File: src/rtl/change_dispenser_pkg.sv
// change_dispenser_pkg: coin codes, nickel values and FSM states shared by the coin dispenser
package change_dispenser_pkg;
  localparam logic [2:0] COIN_NONE    = 3'd0;
  localparam logic [2:0] COIN_NICKEL  = 3'd1;
  localparam logic [2:0] COIN_DIME    = 3'd2;
  localparam logic [2:0] COIN_QUARTER = 3'd3;
  localparam logic [2:0] COIN_FIFTY   = 3'd4;
  localparam logic [2:0] COIN_DOLLAR  = 3'd5;
  localparam logic [2:0] COIN_FIVE    = 3'd6;
  typedef enum logic [1:0] {S_IDLE, S_ISSUE, S_GAP, S_DONE} state_t;
  function automatic logic [6:0] coin_value(input logic [2:0] code);
    return code == COIN_FIVE    ? 7'd100 :
           code == COIN_DOLLAR  ? 7'd20  :
           code == COIN_FIFTY   ? 7'd10  :
           code == COIN_QUARTER ? 7'd5   :
           code == COIN_DIME    ? 7'd2   :
           code == COIN_NICKEL  ? 7'd1   : 7'd0;
  endfunction
endpackage

File: src/rtl/change_dispenser_pick.sv
// change_dispenser_pick: greedy choice of the largest coin not exceeding the amount still owed
module change_dispenser_pick
  import change_dispenser_pkg::*;
#(
  parameter int AMT_W = 8
) (
  input  logic [AMT_W-1:0] i_rem,
  output logic [2:0]       o_code
);
  logic [31:0] w_rem;
  assign w_rem = 32'(i_rem);
  always_comb
    o_code = w_rem >= 32'd100 ? COIN_FIVE    :
             w_rem >= 32'd20  ? COIN_DOLLAR  :
             w_rem >= 32'd10  ? COIN_FIFTY   :
             w_rem >= 32'd5   ? COIN_QUARTER :
             w_rem >= 32'd2   ? COIN_DIME    :
             w_rem >= 32'd1   ? COIN_NICKEL  : COIN_NONE;
endmodule

File: src/rtl/change_dispenser.sv
// change_dispenser: issues owed change one coin at a time, largest first, over a valid/ready handshake
module change_dispenser
  import change_dispenser_pkg::*;
#(
  parameter int AMT_W      = 8,
  parameter int GAP_CYCLES = 4
) (
  input  logic             i_clk,
  input  logic             i_rst_n,
  input  logic             i_start,
  input  logic [AMT_W-1:0] i_amount,
  output logic             o_coin_valid,
  output logic [2:0]       o_coin_sel,
  input  logic             i_coin_ready,
  output logic             o_busy,
  output logic             o_done,
  output logic [AMT_W-1:0] o_remaining,
  output logic [7:0]       o_coins_issued
);
  state_t           r_state;
  logic             r_valid, r_busy, r_done;
  logic [2:0]       r_sel;
  logic [AMT_W-1:0] r_rem;
  logic [7:0]       r_cnt, r_gap;
  logic [AMT_W-1:0] w_pick_in;
  logic [2:0]       w_pick;
  assign w_pick_in = (r_state == S_IDLE) ? i_amount : r_rem;
  change_dispenser_pick #(.AMT_W(AMT_W)) u_pick (.i_rem(w_pick_in), .o_code(w_pick));
  // gap counter runs from GAP_CYCLES down to 0, so a coin-to-coin period is GAP_CYCLES+2
  always_ff @(posedge i_clk or negedge i_rst_n) begin
    if (!i_rst_n) begin
      r_state <= S_IDLE;
      r_valid <= 1'b0;
      r_sel   <= COIN_NONE;
      r_busy  <= 1'b0;
      r_done  <= 1'b0;
      r_rem   <= '0;
      r_cnt   <= '0;
      r_gap   <= '0;
    end else begin
      r_done <= 1'b0;
      case (r_state)
        S_IDLE: if (i_start) begin
          r_rem  <= i_amount;
          r_cnt  <= '0;
          r_busy <= 1'b1;
          if (i_amount == '0) begin
            r_state <= S_DONE;
            r_done  <= 1'b1;
          end else begin
            r_state <= S_ISSUE;
            r_valid <= 1'b1;
            r_sel   <= w_pick;
          end
        end
        S_ISSUE: if (i_coin_ready) begin
          r_rem   <= r_rem - AMT_W'(coin_value(r_sel));
          r_cnt   <= (r_cnt == 8'hFF) ? r_cnt : r_cnt + 8'd1;
          r_valid <= 1'b0;
          r_sel   <= COIN_NONE;
          r_gap   <= 8'(GAP_CYCLES);
          r_state <= S_GAP;
        end
        S_GAP: if (r_gap != '0) r_gap <= r_gap - 8'd1;
          else if (r_rem == '0) begin
            r_state <= S_DONE;
            r_done  <= 1'b1;
          end else begin
            r_state <= S_ISSUE;
            r_valid <= 1'b1;
            r_sel   <= w_pick;
          end
        S_DONE: begin
          r_state <= S_IDLE;
          r_busy  <= 1'b0;
        end
        default: r_state <= S_IDLE;
      endcase
    end
  end
  assign o_coin_valid   = r_valid;
  assign o_coin_sel     = r_sel;
  assign o_busy         = r_busy;
  assign o_done         = r_done;
  assign o_remaining    = r_rem;
  assign o_coins_issued = r_cnt;
endmodule

File: config.mk
export PLATFORM = sky130hd
export DESIGN_NAME = change_dispenser
export DESIGN_NICKNAME = d
export VERILOG_FILES = /design/src/rtl/change_dispenser_pkg.sv /design/src/rtl/change_dispenser_pick.sv /design/src/rtl/change_dispenser.sv
export SDC_FILE = /design/constraint.sdc
export NUM_CORES = 1
export LEC_CHECK = 0
export ABC_CLOCK_PERIOD_IN_PS = 2300
export CAP_MARGIN = 10
export CORE_MARGIN = 3
export CORE_UTILIZATION = 52
export DETAILED_ROUTE_END_ITERATION = 8
export HOLD_SLACK_MARGIN = 0.08
export MAX_ROUTING_LAYER = met4
export PLACE_DENSITY = 0.82
export SETUP_SLACK_MARGIN = 0.5
export SLEW_MARGIN = 0
export SYNTH_ARGS = -nofsm -noshare
export SYNTH_HDL_FRONTEND = slang
export SYNTH_SLANG_ARGS = --single-unit
File: constraint.sdc
create_clock -name i_clk -period 2.3 [get_ports i_clk]
set_input_delay 0.69 -clock i_clk [delete_from_list [all_inputs] [get_ports i_clk]]
set_output_delay 0.69 -clock i_clk [all_outputs]
set_load 0.005 [all_outputs]
==> results of run 1 <==
[cell usage after synthesis, types with 5 or more instances]
| library cell | count | share of area, % |
|---|---|---|
| sky130_fd_sc_hd__a21oi_1 | 11 | 2.5 |
| sky130_fd_sc_hd__and3_1 | 5 | 1.4 |
| sky130_fd_sc_hd__dfrtp_1 | 32 | 37 |
| sky130_fd_sc_hd__ha_1 | 9 | 5.2 |
| sky130_fd_sc_hd__inv_1 | 8 | 1.4 |
| sky130_fd_sc_hd__nand2_1 | 23 | 4.0 |
| sky130_fd_sc_hd__nand3_1 | 10 | 2.3 |
| sky130_fd_sc_hd__nand3b_1 | 7 | 2.4 |
| sky130_fd_sc_hd__nor2_1 | 25 | 4.3 |
| sky130_fd_sc_hd__nor2b_1 | 6 | 1.7 |
| sky130_fd_sc_hd__nor3_1 | 9 | 2.1 |
| sky130_fd_sc_hd__nor4_1 | 8 | 2.3 |
| sky130_fd_sc_hd__o211ai_1 | 6 | 2.1 |
| sky130_fd_sc_hd__o21ai_0 | 16 | 3.7 |
| sky130_fd_sc_hd__xnor2_1 | 9 | 3.6 |
[critical path, delay by kind of cell (launching register included)]
kind / cells / cell delay, ps
flops: 1 / 460
compound gates: 1 / 150
fa+ha+maj: 1 / 260
simple gates: 5 / 980
buf+inv: 2 / 290
[logic make-up (layout without fill, tap and decap cells)]
logic type | Yosys count | in the layout
adders and majority gates | 10 | 10
xor gates and xnor gates | 13 | 13
muxes | 3 | 3
and+or+nand+nor | 110 | 110
AOI/OAI and AO/OA | 61 | 61
buffers and inverters | 16 | 112
DFF | 32 | 32
[flip-flops by register name, indices dropped and copies added (netlist names)]
name	flops
o_coins_issued	8
o_remaining	8
r_gap	8
o_coin_sel	3
r_state	2
o_busy	1
o_coin_valid	1
o_done	1
[where the power goes]
part / leakage [nW] / internal [mW] / switching [mW] / total [mW]
Clock: 0.0552 / 0.321 / 0.221 / 0.543
Combinational: 1.06 / 1.79 / 1.97 / 3.76
Sequential: 0.396 / 0.771 / 0.245 / 1.02
Total: 1.51 / 2.88 / 2.44 / 5.32
[final cells by class]
type | count | share of cell area, %
timing repair buffer | 96 | 22.9
inverter | 8 | 0.889
multi-input combinational | 197 | 47.3
sequential | 32 | 24.0
clock inverter | 2 | 1.04
tap | 48 | 1.78
clock buffer | 6 | 2.15
[through the flow]
| step | total power, mW | hold WS (ps) | instances | setup TNS (ps) | setup slack [ps] |
|---|---|---|---|---|---|
| 3_5_place_dp | 3.49 | 525 | 342 | -215 | -108 |
| 4_1_cts | 4.33 | 531 | 372 | 0 | 146 |
| 6_report | 5.32 | 545 | 389 | 0 | 44.9 |
| 3_3_place_gp | 3.39 | 506 | 342 | -86.5 | -38.3 |
| 5_1_grt | 5.57 | 574 | 389 | -41.4 | -41.4 |
| 2_1_floorplan | 2.61 | 394 | 245 | 0 | 291 |
[metal layers]
metal  wire length, microns  track usage (%)  vias up
met4                    519             12.6        0
met5                      0                -        -
li1                       -                -     1097
met3                    903             5.47       72
met2                   4240             47.4      229
met1                   3310             37.1     1265
[worst min path at each step]
stage | end | slack [ps]
CTS | o_coin_valid$_DFFE_PN0P_ | 530
global route | o_coin_valid$_DFFE_PN0P_ | 570
detailed placement | o_coin_valid$_DFFE_PN0P_ | 520
global placement | r_gap[0]$_DFFE_PN0P_ | 510
floorplan | o_busy$_DFFE_PN0P_ | 390
finish | o_coin_valid$_DFFE_PN0P_ | 550
[timing repair]
item | CTS | global route
endpoints found under the setup margin | 39 | 24
resized for setup | 62 | 59
pin swaps | 9 | 28
setup buffers | 22 | 17
==> results.txt, run 1 <==
The clock tree from TritonCTS is yes. The critical path data arrival time is 2410 ps. In the final design database the tool counted 362 nets. The commonest non-fill, non-tap cell in the layout is sky130_fd_sc_hd__buf_4. After detailed routing, the number of vias per cell comes to 6.85. For the worst setup path, the data required time is 2460 ps. The end-of-flow core utilization is 88.3%.

The critical path goes through buf_6 -> or3b_4 -> ha_4 -> buf_4 -> and2_4 -> o21ai_2 -> and3_4 -> nor4_1 -> nand3b_1. The final critical path time including I/O delays and setup came out at 2260 ps. The startpoint identified for the worst register-to-register timing path is o_coin_sel[1]$_DFFE_PN0P_. The post-synth net total is 267. The area share of and/or/nand/nor cells after synthesis came out at 27.1%. The max-cap check violation count came out at 0. The worst setup path is launched from a register. The fraction of synthesized area in multiplexers is 1.62%.

The wire length of the first global-routing pass came out at 11.6 mm. The DRC violations left is 0. The floorplan step defined a die boundary enclosing 4970 sq um. The total area of multi-input combinational cells is 1600 sq um. The run finished with clean final reports. The worst hold path passes through 2 cells.

The critical path is of the reg -> reg type. Row generation in the floorplan step produced 22 rows. The final setup violation count came out at 0. The startpoint identified for the worst hold timing path is o_coin_valid$_DFFE_PN0P_. The netlist area before placement came out at 2160 sq um.

In the synthesized netlist the dominant register cell turns out to be sky130_fd_sc_hd__dfrtp_1. The slew at the pin closest to its max-slew limit is 559 ps. STA classifies the critical path endpoint as a register. The vias after detailed routing came out at 2663. The number of cells produced by synthesis came out at 245. The total clock buffers created by CTS came out at 5.

Leaving out fill and tap cells, the most frequent cells in the layout are sky130_fd_sc_hd__buf_4, sky130_fd_sc_hd__nor2_1, sky130_fd_sc_hd__dfrtp_1. The largest single stage delay on the critical path is 460 ps. The area of the core came out at 3830 sq um. The worst-case IR drop observed on VDD is 0.00126 V.

Among all stages on the critical path, the largest delay is contributed by sky130_fd_sc_hd__dfrtp_2. After filler insertion, the fill cell instance count of the layout stands at 175. The first detailed-routing pass ran for 5 iterations. Global routing used 29.8% of the available tracks across all layers. The total power divided by cell area came out at 1570 nW/um^2. The critical path launch point is o_coin_sel[1]$_DFFE_PN0P_. The clock net in this run drives a total of 32 sinks. Sequential elements use 37.0% of the synthesized area. The routability congestion estimate is 0.860. After synthesis, the share of flip-flops with an asynchronous set or reset is 100%. The worst slew slack as a fraction of its limit is 62.7%. The number of ports placed on the die boundary is 34. The vertical extent of the die came out at 70.5 microns. The post-route netlist has 39.3% of its cells at a drive strength greater than 1. The total of flip-flops plus latches after synthesis came out at 32. After legalization and detailed placement, the total HPWL measured 4.28 mm. The portion of the clock cycle consumed by the worst path in the final layout is 98.0%. Setup repair after global routing could not meet its margin everywhere. The clock slew seen by the registers of the worst setup and hold paths came out at 60 ps.

The average detailed-routed wire length per instance came out at 23.1 microns. Clock tree synthesis selected as its root buffer the cell sky130_fd_sc_hd__clkbuf_8. The count of nets left with antenna violations after detail routing came out at 0.

The post-place instance area came out at 2750 sq um. In this run the worst hold path is classified as reg -> reg. The synthesized-area fraction occupied by ao, oa, aoi and oai cells is 19.7%. The maximum root-to-sink buffer count is 2. The average footprint of a synthesized cell came out at 8.84 sq um.

The final worst clock skew is 12.8 ps. In this run the worst setup path terminates at o_remaining[7]$_DFFE_PN0P_. The layout-stage area growth over the synthesis result is 56.1%. The count of buffers added on input and output ports is 33. The total length of routed wires is 8.97 mm. The starting DRC count in detailed routing came out at 502. The area taken by flip-flops and latches is 811 sq um.

The dominant combinational cell family by area after synthesis is simple AND/OR/NAND/NOR gates. The final instance area came out at 3380 sq um. The largest net degree at the start of global routing is 33. Along the worst path, the maximum fanout reaches 4. The number of global-route vias before repair came out at 2462. The fmax is 443 MHz. The worst setup slack for register-to-register paths came out at 40 ps. The source-to-sink clock delay at the later pin of the worst-skew pair is 290 ps. The total number of H-tree levels is 2. The worst-case reg-to-reg path depth is 9. The synthesis warning total is 0. The hold violation count in the final report came out at 0. The initial antenna violation count came out at 0. Yosys mapped a number of flops with a built-in enable equal to 0. The total congestion overflow is 0. The XOR/XNOR share of the synthesized area came out at 5.26%.

For this design, the CTS-stage hold fixing added 0 buffers. The floorplan step set the die width to 70.5 microns. For this configuration, the core starts out at a cell density of 56.6%. The synthesized-area fraction occupied by adder cells is 6.13%. The worst register-to-register path ends at o_remaining[7]$_DFFE_PN0P_. The analysis attributes to cell leakage a power of 1.51 nW. The final antenna diode count is 0.

Yosys mapped the design onto 49 distinct sky130hd cell types. The final number of max-transition violations is 0.
Power figures use the tool's default switching activity.
==> run 2, diff against run 1 <==
Settings changed: ABC_AREA set to 1, ABC_CLOCK_PERIOD_IN_PS 2300 to 2200, PLACE_DENSITY 0.82 to 0.81.
Clock period 2.3 ns to 2.2 ns, I/O delays scaled along.
==> run 2 against run 1 <==
Against the previous run: setup slack improved by 84 ps; combinational power is 17% higher; first-iteration DRC count down 39%; register-to-register slack improved by 80 ps; wire length is 6.2% lower; synthesized cell count grew 36%; clock-buffer cell count unchanged; flip-flop and latch count unchanged; largest power group unchanged.
==> results.txt, run 2 <==
The flow ran to the end, and the final reports show no timing, DRC or antenna violations. For this run, the leading register cell type out of synthesis is sky130_fd_sc_hd__dfrtp_1. The fmax is 483 MHz (+8.9%). The total number of H-tree levels came out at 2 (unchanged). The synthesis warning total is 0 (unchanged). The worst setup path is launched from a register. The initial cell density of the core is 55.9% (-0.66 points). The fraction of synthesized area in multiplexers is 0% (-1.6 points). The average footprint of a synthesized cell is 6.96 sq um (-21%). The post-layout instance count excluding filler cells was 475 (+22%). The total of flip-flops plus latches after synthesis is 32 (unchanged). The final worst clock skew came to 9.77 ps (-3.01 ps). The sum of negative setup slack came out at 0 ps (unchanged).

The placed wire-length estimate was 4.03 mm (-5.7%). The total placed cells including tap cells is 416 (+22%). The die width came out at 72.8 microns (+3.2%).

Setup repair after global routing could not meet its margin everywhere. The number of cells produced by synthesis is 333 (+36%). The starting DRC count in detailed routing came out at 307 (-39%). The library cell used most frequently in the layout, excluding fill and tap cells, is sky130_fd_sc_hd__nand2_1.

The share of synthesized registers carrying an async set or reset is 100% (unchanged). The critical path data arrival time came out at 2250 ps (-160 ps). The post-synth net total is 355 (+33%). The number of sinks on the clock net came out at 32 (unchanged).

The number of cells traversed by the worst hold path is 2 (unchanged). The worst hold path belongs to the class reg -> reg. The largest net degree at the start of global routing came out at 33 (unchanged).

The netlist area before placement was 2320 sq um (+7.1%). The internal power is 3.02 mW (+4.8%). The portion of the clock cycle consumed by the worst path in the final layout is 94.2% (-3.9 points). The minimum setup slack in the final design is 129 ps (+83.7 ps). The leakage power of the design came out at 1.80 nW (+19%). The total power divided by cell area came out at 1680 nW/um^2 (+6.5%). The number of ports placed on the die boundary is 34 (unchanged). The total clock buffers created by CTS is 5 (unchanged). The total congestion overflow is 0 (unchanged). The top fanout value on the critical path came out at 4 (unchanged). The category of the most critical setup path is reg -> reg. The final critical path time including I/O delays and setup came out at 2070 ps (-184 ps). The initial antenna violation count is 0 (unchanged).

The endpoint of the worst hold path is o_busy$_DFFE_PN0P_. The max-cap check violation count is 0 (unchanged). The worst-case vdd ir drop came out at 0.00118 V (-6.3%). The source-to-sink clock delay at the later pin of the worst-skew pair is 300 ps (about the same). The layout-stage area growth over the synthesis result came out at 53.5%. Clock tree synthesis selected as its root buffer the cell sky130_fd_sc_hd__clkbuf_8.

In the post-synthesis netlist, the cell with the most instances is sky130_fd_sc_hd__nand2_1. The library cells used most frequently in the layout, excluding fill and tap cells, are sky130_fd_sc_hd__nand2_1, sky130_fd_sc_hd__buf_4, sky130_fd_sc_hd__inv_1. The maximum root-to-sink buffer count is 2 (unchanged). The wire length of the first global-routing pass came out at 10.1 mm (-13%). The switching component of the power is 2.94 mW (+21%). The DRC violations left is 0 (unchanged). The vias after detailed routing is 2790 (+4.8%). The per-cell via count in the routed design is 5.87 (-14%). The total length of routed wires was 8.41 mm (-6.2%).

The number of detailed-route iterations in the first pass came out at 5 (unchanged). The area of the die is 5290 sq um (+6.4%). The endpoint type of the worst setup path is a register.

The average detailed-routed wire length per instance is 17.7 microns (-23%). The vertical extent of the die is 72.8 microns (+3.2%). The data required time at the worst endpoint came to 2380 ps (-80 ps). By area, the combinational part of the netlist is dominated by simple AND/OR/NAND/NOR gates. The count of flip-flops with a built-in enable after synthesis is 0 (unchanged).

The startpoint of the worst register-to-register path is o_coin_sel[1]$_DFFE_PN0P_. The worst setup slack for register-to-register paths came out at 130 ps (+80 ps). The worst slew slack as a fraction of its limit came out at 60.3% (-2.5 points). The XOR/XNOR share of the synthesized area is 1.89% (-3.4 points). The ratio of cells with drive above 1 in the final layout was 32.5% (-6.8 points). The part of the total power dissipated in sequential elements is 17.6% (-1.5 points). The final setup violation count came to 0 (unchanged).

TritonCTS built the clock tree. The layout net count is 446 (+23%). The critical-path cell with the highest stage delay is sky130_fd_sc_hd__dfrtp_2.

The count of input and output buffers came out at 33 (unchanged). The routability congestion estimate came out at 0.849 (-1.3%). The part of the power in the clock network was 8.4% (-1.8 points). The final number of max-transition violations is 0 (unchanged). Yosys attributes the largest share of cell area to sky130_fd_sc_hd__dfrtp_1, sky130_fd_sc_hd__nand2_1, sky130_fd_sc_hd__inv_1.

In the synthesized netlist, the cells that appear most often are sky130_fd_sc_hd__nand2_1, sky130_fd_sc_hd__inv_1, sky130_fd_sc_hd__nor2_1, sky130_fd_sc_hd__dfrtp_1, sky130_fd_sc_hd__o21ai_0. The peak per-stage delay on the critical path is 450 ps (about the same). The total chip power is 5.96 mW (+12%). The number of global-route vias before repair is 2286 (-7.1%). The logic gate share of total power is 73.9% (+3.2 points). The number of rows in the core area is 23 (+4.5%).

The cell with the most instances on the worst path is sky130_fd_sc_hd__nand3_1. The synthesized-area fraction occupied by adder cells came to 5.72% (-0.40 points). The hold violation count in the final report was 0 (unchanged). The clock slew seen by the registers of the worst setup and hold paths is 80 ps (+20 ps).

The setup slack after placement came out at 122 ps (+230 ps). The slew at the pin closest to its max-slew limit is 591 ps (+32.6 ps). The final antenna diode count is 0 (unchanged). The area share of and/or/nand/nor cells after synthesis came out at 36.1% (+9.0 points).

The sequential-to-total area share from yosys stat is 34.6% (-2.4 points). The cell taking the most area after synthesis is sky130_fd_sc_hd__dfrtp_1. The startpoint of the most critical hold path is o_busy$_DFFE_PN0P_.

The global-route usage over all layers is 25.3% (-4.5 points). The area share of the largest cell type after synthesis was 34.6% (-2.4 points). The signal on the critical path passes through inv_4 -> a21oi_1 -> nand2_2 -> fa_2 -> buf_4 -> nand4_1 -> nand3_1 -> nand2_1 -> nand3_1 -> nand3_1 -> o21ai_0.

The capturing point of the worst reg2reg path is o_remaining[6]$_DFFE_PN0P_. The synthesized-area fraction occupied by ao, oa, aoi and oai cells came to 12.9% (-6.8 points). The area of the core is 4140 sq um (+8.3%).

The count of nets left with antenna violations after detail routing is 0 (unchanged). The share of total power consumed by net switching came out at 49.4% (+3.5 points). The worst-case reg-to-reg path depth came out at 11 (+2).

The end-of-flow core utilization is 85.8% (-2.5 points). The distinct cell type count of the synthesized netlist came to 38 (-22%).
## run 2: changes by cell type after synthesis, sizes merged, moves of 5 or more
cell    change
nor2       +17
nand2      +83
and3        -5
xnor2       -8
nand3b      -6
nor4       -11
inv        +37
o21ai       +9
nand3      +10
nor2b       -6
## run 2: worst max-delay path, delay by kind of cell, from the launching register on
kind / cells / cell delay, ps
fa+ha+maj: 1 / 390
simple gates: 6 / 600
compound gates: 2 / 280
flops: 1 / 450
buf+inv: 2 / 230
## run 2: power groups by stage
stage / sequential [mW] / combinational, mW / clock (mW)
4_1_cts: 1.04 / 3.26 / 0.487
3_3_place_gp: 1.09 / 2.72 / 0
3_5_place_dp: 1.09 / 2.79 / 0
5_1_grt: 1.07 / 4.74 / 0.511
6_report: 1.05 / 4.41 / 0.503
2_1_floorplan: 1.06 / 2.04 / 0
## run 2: metrics by stage
| stage | hold slack, ps | cell area (sq um) |
|---|---|---|
| after global placement | 469 | 2750 |
| after CTS | 492 | 3120 |
| after global routing | 540 | 3560 |
| final | 502 | 3560 |
| after floorplan | 364 | 2350 |
| after detailed placement | 479 | 2750 |
## run 2: cell families after synthesis
family	after synthesis
xor gates and xnor gates	5
buffers and inverters	50
DFF	32
and+or+nand+nor	186
AOI/OAI and AO/OA	50
adders and majority gates	10
## run 2: what timing repair did
| action | 4_1_cts | 5_1_grt |
|---|---|---|
| gates resized for setup | 53 | 54 |
| pin swaps | 14 | 18 |
| hold buffers | 0 | 0 |
| endpoints found under the hold margin | 0 | 0 |
| setup endpoints to repair | 34 | 29 |
| buffers inserted | 27 | 23 |
| cloned | 0 | 1 |
## run 2: area by class of cell
cell class | count | area, sq um
Clock buffer | 6 | 82.6
Clock inverter | 2 | 10.0
Multi-Input combinational cell | 251 | 1580
Inverter | 46 | 188
Sequential cell | 32 | 810
Tap cell | 50 | 62.6
Timing Repair Buffer | 88 | 822
Fill cell | 220 | 587
## run 2: layer usage
| metal | part of all wire (%) | wire, microns | vias up | track usage (%) |
|---|---|---|---|---|
| li1 | - | - | 1255 | - |
| met1 | 37 | 3140 | 1276 | 31.1 |
| met2 | 48 | 4080 | 206 | 42.1 |
| met3 | 8.9 | 751 | 53 | 4.27 |
| met4 | 5.3 | 444 | 0 | 8.61 |
| met5 | 0 | 0 | - | - |
## run 2: worst max path at each step
stage	to	cells after the start	start	slack, ps
after global routing	o_remaining[6]$_DFFE_PN0P_	11	o_coin_sel[1]$_DFFE_PN0P_	50
after floorplan	o_remaining[5]$_DFFE_PN0P_	11	o_coin_sel[0]$_DFFE_PN0P_	440
after global placement	o_coins_issued[6]$_DFFE_PN0P_	8	i_coin_ready	150
after detailed placement	o_coins_issued[6]$_DFFE_PN0P_	8	i_coin_ready	120
final	o_remaining[6]$_DFFE_PN0P_	11	o_coin_sel[1]$_DFFE_PN0P_	130
after CTS	o_remaining[5]$_DFFE_PN0P_	10	o_coin_sel[1]$_DFFE_PN0P_	280
==> run 3, diff against run 2 <==
Settings changed: SLEW_MARGIN 0 to 20.
==> results of run 3 <==
The final DEF is identical to that of run 2; final timing and power are the same.
